`config.mk`:
```
export PLATFORM = sky130hd
export DESIGN_NAME = hazard_stall_ctrl
export DESIGN_NICKNAME = d
export VERILOG_FILES = /design/src/rtl/hazard_stall_ctrl.sv
export SDC_FILE = /design/constraint.sdc
export NUM_CORES = 1
export LEC_CHECK = 0
export ABC_AREA = 1
export CORE_UTILIZATION = 30
export DETAILED_ROUTE_END_ITERATION = 16
export SETUP_SLACK_MARGIN = 0.5
export SLEW_MARGIN = 30
export SYNTH_ARGS = -nofsm -noshare
export SYNTH_HDL_FRONTEND = slang
export SYNTH_SLANG_ARGS = --single-unit
```
`constraint.sdc`:
```
create_clock -name clk -period 3.3 [get_ports clk]
set_clock_uncertainty 0.15 [all_clocks]
set_input_delay 0.66 -clock clk [delete_from_list [all_inputs] [get_ports clk]]
set_output_delay 0.66 -clock clk [all_outputs]
set_load 0.01 [all_outputs]
```
`src/rtl/hazard_stall_ctrl.sv`:
```
// Purpose : stall/flush generator for a 5-stage RV32I pipeline. It tracks in-flight
//           destinations in an E/M/W scoreboard and resolves load-use, branch and
//           data-memory-wait hazards.
// Latency : stall and flush outputs are combinational from FSM state, scoreboard and
//           D-stage inputs. Scoreboard, FSM and counters update on the next rising edge.
// Backpressure: while the load/store in M waits (mem_ready=0), the whole pipeline freezes.
// Ports   : clk/rst (synchronous, active-high); D-stage Rs1_D/Rs2_D/UseRs1D/UseRs2D/
//           RD_D/RegWriteD/LoadD/MemD; PCSrcE (taken branch in E); mem_ready (M access done);
//           StallF/D/E/M, FlushD/E; mem_timeout (sticky); stall_cnt (STALL_PERF_CNT_EN only).
// Config  : define STALL_PERF_CNT_EN to add the stall_cnt performance counter.
module hazard_stall_ctrl #(
    parameter int MEM_TIMEOUT = 64
`ifdef STALL_PERF_CNT_EN
    , parameter int CNT_W = 16
`endif
) (
    input  logic       clk,
    input  logic       rst,
    input  logic [4:0] Rs1_D,
    input  logic [4:0] Rs2_D,
    input  logic       UseRs1D,
    input  logic       UseRs2D,
    input  logic [4:0] RD_D,
    input  logic       RegWriteD,
    input  logic       LoadD,
    input  logic       MemD,
    input  logic       PCSrcE,
    input  logic       mem_ready,
    output logic       StallF,
    output logic       StallD,
    output logic       StallE,
    output logic       StallM,
    output logic       FlushD,
    output logic       FlushE,
    output logic       mem_timeout
`ifdef STALL_PERF_CNT_EN
    , output logic [CNT_W-1:0] stall_cnt
`endif
);

    localparam int TMO_W = $clog2(MEM_TIMEOUT + 1);

    typedef enum logic [1:0] {RUN, LU_STALL, MEM_WAIT} state_t;

    typedef struct packed {
        logic       vld;
        logic [4:0] rd;
        logic       load;
        logic       mem;
    } sb_ent_t;

    state_t             state_q;
    sb_ent_t            e_q, m_q, w_q;
    sb_ent_t            e_d;
    logic [TMO_W-1:0]   tmo_cnt_q, tmo_cnt_d;
    logic               mem_timeout_q;
    logic               freeze;
    logic               lu_hit;

    // The W entry and parts of M are kept for pipeline bookkeeping only.
    logic sb_unused;
    assign sb_unused = ^{w_q, m_q.rd, m_q.load};

    // A load/store sitting in M without mem_ready freezes the whole pipe.
    assign freeze = m_q.vld && m_q.mem && !mem_ready;

    // Load-use hit. In LU_STALL a bubble occupies E, so a hit is impossible there.
    assign lu_hit = (state_q != LU_STALL) && e_q.vld && e_q.load && (e_q.rd != 5'd0) &&
                    ((UseRs1D && (e_q.rd == Rs1_D)) || (UseRs2D && (e_q.rd == Rs2_D)));

    // Priority: freeze > branch flush > load-use stall.
    always_comb begin
        StallF = 1'b0;
        StallD = 1'b0;
        StallE = 1'b0;
        StallM = 1'b0;
        FlushD = 1'b0;
        FlushE = 1'b0;
        if (rst) begin
            // All outputs stay low during reset.
        end else if (freeze) begin
            StallF = 1'b1;
            StallD = 1'b1;
            StallE = 1'b1;
            StallM = 1'b1;
        end else if (PCSrcE) begin
            FlushD = 1'b1;
            FlushE = 1'b1;
        end else if (lu_hit) begin
            StallF = 1'b1;
            StallD = 1'b1;
            FlushE = 1'b1;
        end
    end

    // The D->E entry becomes a bubble whenever E is flushed or D is held.
    always_comb begin
        e_d      = '0;
        e_d.vld  = RegWriteD | MemD;
        e_d.rd   = RD_D;
        e_d.load = LoadD;
        e_d.mem  = MemD;
        if (FlushE || StallD) begin
            e_d = '0;
        end
    end

    // The counter runs only on freeze cycles and saturates at MEM_TIMEOUT.
    always_comb begin
        tmo_cnt_d = '0;
        if (freeze) begin
            tmo_cnt_d = (tmo_cnt_q == TMO_W'(MEM_TIMEOUT)) ? tmo_cnt_q : tmo_cnt_q + TMO_W'(1);
        end
    end

    always_ff @(posedge clk) begin
        if (rst) begin
            state_q       <= RUN;
            e_q           <= '0;
            m_q           <= '0;
            w_q           <= '0;
            tmo_cnt_q     <= '0;
            mem_timeout_q <= 1'b0;
        end else begin
            if (!freeze) begin
                e_q <= e_d;
                m_q <= e_q;
                w_q <= m_q;
            end
            // A taken branch kills the D instruction, so no load-use stall follows it.
            if (freeze) begin
                state_q <= MEM_WAIT;
            end else if (lu_hit && !PCSrcE) begin
                state_q <= LU_STALL;
            end else begin
                state_q <= RUN;
            end
            tmo_cnt_q <= tmo_cnt_d;
            if (tmo_cnt_q == TMO_W'(MEM_TIMEOUT)) begin
                mem_timeout_q <= 1'b1;
            end
        end
    end

    assign mem_timeout = mem_timeout_q && !rst;

`ifdef STALL_PERF_CNT_EN
    logic [CNT_W-1:0] stall_cnt_q;

    always_ff @(posedge clk) begin
        if (rst) begin
            stall_cnt_q <= '0;
        end else if (StallF && (stall_cnt_q != {CNT_W{1'b1}})) begin
            stall_cnt_q <= stall_cnt_q + CNT_W'(1);
        end
    end

    assign stall_cnt = rst ? '0 : stall_cnt_q;
`endif

endmodule

```
==> impl_metrics.env <==
export IMPL_status="finished, final reports clean"
export IMPL_synth_seq_area_share=0.3505
export IMPL_grt_remaining_overflow=0
export IMPL_port_buffer_count=30
export IMPL_drt_pre_antenna_iters=4
export IMPL_cp_slowest_cell="sky130_fd_sc_hd__clkdlybuf4s50_1"
export IMPL_post_synth_inst_count=179
export IMPL_critical_path_cell_chain="clkdlybuf4s50_1, inv_1, nand2_1, nand2_1, nor2_1, nand3_1, nand2_2, nand3_4, nand2_4, clkbuf_2"
export IMPL_seq_power_share=0.443
export IMPL_class_of_the_most_critical_hold_timing_path="reg2reg"
export IMPL_detail_route_drc_violations=0
export IMPL_finalHoldViolations=0
export IMPL_grt_start_max_net_pins=14
export IMPL_core_area_um2=3661
export IMPL_multi_input_combinational_cell_area_um2=600.6
export IMPL_cts_sink_count=20
export IMPL_total_switching_power_mw=0.1234
export IMPL_synth_cell_area_um2=1142
export IMPL_postCtsHoldBufs=0
export IMPL_arrival_ns=1.88
export IMPL_combinationalPowerShare=0.131
export IMPL_dieArea_um2=4058
export IMPL_internal_power_mw=0.4515
export IMPL_syn_num_nets=205
export IMPL_tritoncts_clock_tree="yes"
export IMPL_count_of_max_cap_constraint_violations=0
export IMPL_vdd_ir_drop_max_mv=0.2354
export IMPL_first_global_vias=940
export IMPL_net_switching_share_of_the_total_power=0.2146
export IMPL_final_min_period_over_clock_period=0.8145
export IMPL_die_height_um=63.71
export IMPL_achievable_clock_frequency_mhz=372.1
export IMPL_yosys_reg_bits=20
export IMPL_timing_max_slew_rel_slack=0.7427
export IMPL_final_cell_utilization_of_the_core=0.4303
export IMPL_type_of_origin_of_the_critical_path="input pin"
export IMPL_ant_nets=0
export IMPL_clk_pin_slew_worst_paths_ns=0.07
export IMPL_flow_area_growth_from_synthesis_pct=37.90
export IMPL_detailroute_via_count=1063
export IMPL_finalSetupTns_ns=0
export IMPL_cpMostUsedCell="sky130_fd_sc_hd__nand2_1"
export IMPL_post_drt_wl_per_cell_um=8.835
export IMPL_diodes=0
export IMPL_nFillCells=388
export IMPL_worst_path_max_fanout=3
export IMPL_worst_slew_pin_transition_ns=0.3860
export IMPL_grt_setup_unrepaired="yes"
export IMPL_worst_hold_startpoint="e_q[1]"
export IMPL_power_per_cell_area_nw_per_um2=364.9
export IMPL_dr_first_iter_drc_count=28
export IMPL_fp_dieW_um=63.71
export IMPL_antenna_found_initial=0
export IMPL_depth_of_the_cts_h_tree=1
export IMPL_sequential_cell_area_um2=400.4
export IMPL_final_nets=240
export IMPL_timing_hold_worst_endpoint="e_q[1]"
export IMPL_clk_path_buf_depth=2
export IMPL_wirelength_um=2306
export IMPL_clkLatencyLatePin_ns=0.26
export IMPL_finalCriticalPeriod_ns=2.688
export IMPL_clock_power_share=0.426
export IMPL_cts_buffers=3
export IMPL_final_layout_size_suffix_gt1_frac=0.1362
export IMPL_path_buf_inv=3
export IMPL_detailedPlacementHpwl_um=1753
export IMPL_ws_path_type="in2out"
export IMPL_globalplace_congestion=0.8091
export IMPL_layout_commonest_cell="sky130_fd_sc_hd__nand2_1"
export IMPL_ys_warnings_count=0
export IMPL_cts_root_buffer_cell="sky130_fd_sc_hd__clkbuf_8"
export IMPL_slew_violations=0
export IMPL_power_leakage_nw=0.7885
export IMPL_floorplan_initialDensity=0.3120
export IMPL_r2r_worst_path_depth=10
export IMPL_most_frequent_cells_in_the_layout="sky130_fd_sc_hd__nand2_1 (56), sky130_fd_sc_hd__nor2_1 (33), sky130_fd_sc_hd__inv_1 (27)"
export IMPL_critical_path_endpoint_type="output port"
export IMPL_regToRegSetupSlack_ns=1.73
export IMPL_global_route_wire_length_before_repair_um=4057
export IMPL_drt_vias_per_instance=4.073
export IMPL_syn_mean_instance_area_um2=6.382
export IMPL_finalSetupViolCount=0
export IMPL_worst_endpoint_required_ns=2.49
export IMPL_rr_endpoint="e_q[7]"
export IMPL_min_path_cells=2
export IMPL_grt_total_usage=0.1269
export IMPL_path_delay_family="buffers and inverters"
export IMPL_crit_path_max_incr_delay_ns=0.49
export IMPL_r2r_start="e_q[2]"
export IMPL_netlist_cell_type_count=23
export IMPL_num_rows=22
export IMPL_ios=31
## tightest hold or removal path: stages, from the launching register on
cell                      delay (ns)
sky130_fd_sc_hd__dfxtp_1        0.32
sky130_fd_sc_hd__nand2_1        0.06
sky130_fd_sc_hd__nand2_1        0.04
## worst max-delay path by stage
stage                         from      to  slack (ns)  depth (start not counted)
after floorplan           Rs2_D[0]  StallF        1.14                          9
after global placement    Rs2_D[4]  StallD        0.13                         10
after detailed placement  Rs2_D[4]  StallD        0.13                         10
after CTS                 Rs2_D[4]  StallD        0.44                         10
after global routing      Rs2_D[4]  StallD        0.50                         10
final                     Rs2_D[4]  StallD        0.61                         10
## synth_stat cells
library cell              instances  share of area
sky130_fd_sc_hd__buf_4            2          0.013
sky130_fd_sc_hd__a21oi_1          5          0.022
sky130_fd_sc_hd__nand2_1         57           0.19
sky130_fd_sc_hd__o31ai_1          1         0.0066
sky130_fd_sc_hd__nor2_4           1         0.0099
sky130_fd_sc_hd__nor2_8           1          0.018
sky130_fd_sc_hd__o21ai_1          2         0.0088
sky130_fd_sc_hd__xor2_1           3          0.023
sky130_fd_sc_hd__buf_6            2          0.020
sky130_fd_sc_hd__nor2_1          33           0.11
sky130_fd_sc_hd__dfxtp_1         20           0.35
sky130_fd_sc_hd__o21ai_0          1         0.0044
sky130_fd_sc_hd__or4_1            1         0.0066
sky130_fd_sc_hd__nor2_2           2          0.011
sky130_fd_sc_hd__inv_2            6          0.020
sky130_fd_sc_hd__nand3_2          2          0.018
sky130_fd_sc_hd__nand3_1          4          0.018
sky130_fd_sc_hd__nand2_2          3          0.016
sky130_fd_sc_hd__nand4_1          1         0.0055
sky130_fd_sc_hd__nand2_4          2          0.020
sky130_fd_sc_hd__inv_1           27          0.089
sky130_fd_sc_hd__ha_1             2          0.022
sky130_fd_sc_hd__nor3_1           1         0.0044
## metrics by stage
| stage | total power [mW] | instance area, µm² | hold WS (ns) | setup WS [ns] | cells |
|---|---|---|---|---|---|
| final | 0.5748 | 1575 | 0.3072 | 0.6122 | 261 |
| after global routing | 0.6061 | 1575 | 0.3417 | 0.4972 | 261 |
| after CTS | 0.5819 | 1572 | 0.3092 | 0.4371 | 260 |
| after detailed placement | 0.3355 | 1473 | 0.2965 | 0.1350 | 254 |
| after global placement | 0.3355 | 1473 | 0.2966 | 0.1350 | 254 |
| after floorplan | 0.2979 | 1142 | 0.2762 | 1.136 | 179 |
## power groups by stage
stage,clock network [mW],logic [mW],registers (mW)
after floorplan,0,0.0394,0.259
after global placement,0,0.0752,0.260
after detailed placement,0,0.0753,0.260
after CTS,0.251,0.0761,0.255
after global routing,0.264,0.0861,0.256
final,0.245,0.0754,0.255
## layer usage
metal,share of wire,vias to the layer above,track usage
met1,0.54,443,0.1700
met2,0.41,19,0.1981
met3,0.039,2,0.03442
met5,0,-,0
met4,0.0052,0,0.03409
li1,-,599,-
## state kept, by name, summed over array words and instances (netlist names)
register / flops
m_q: 2
state_q: 2
mem_timeout_q: 1
e_q: 8
tmo_cnt_q: 7
## what timing repair did
item / CTS / global route
buffers inserted: 2 / 1
endpoints found under the hold margin: 0 / 0
resized for setup: 15 / 7
setup endpoints to repair: 6 / 3
pin swaps: 3 / 4
## logic make-up (layout without fill, tap and decap cells)
family,count (synthesis),after routing,share of synthesized area
and+or+nand+nor,108,108,0.4217
buffers and inverters,37,71,0.1413
DFF,20,20,0.3505
AOI/OAI and AO/OA,9,9,0.04162
xor gates and xnor gates,3,3,0.02301
adders and majority gates,2,2,0.02190
## final cells by class
cell class                      instances  share of cell area
Clock buffer                            3             0.02621
Clock inverter                          1             0.01906
Inverter                               33             0.07863
Multi-Input combinational cell        122              0.3813
Sequential cell                        20              0.2542
Tap cell                               48             0.03813
Timing Repair Buffer                   34              0.2025
Note: power is estimated with default switching activity, not from simulation.
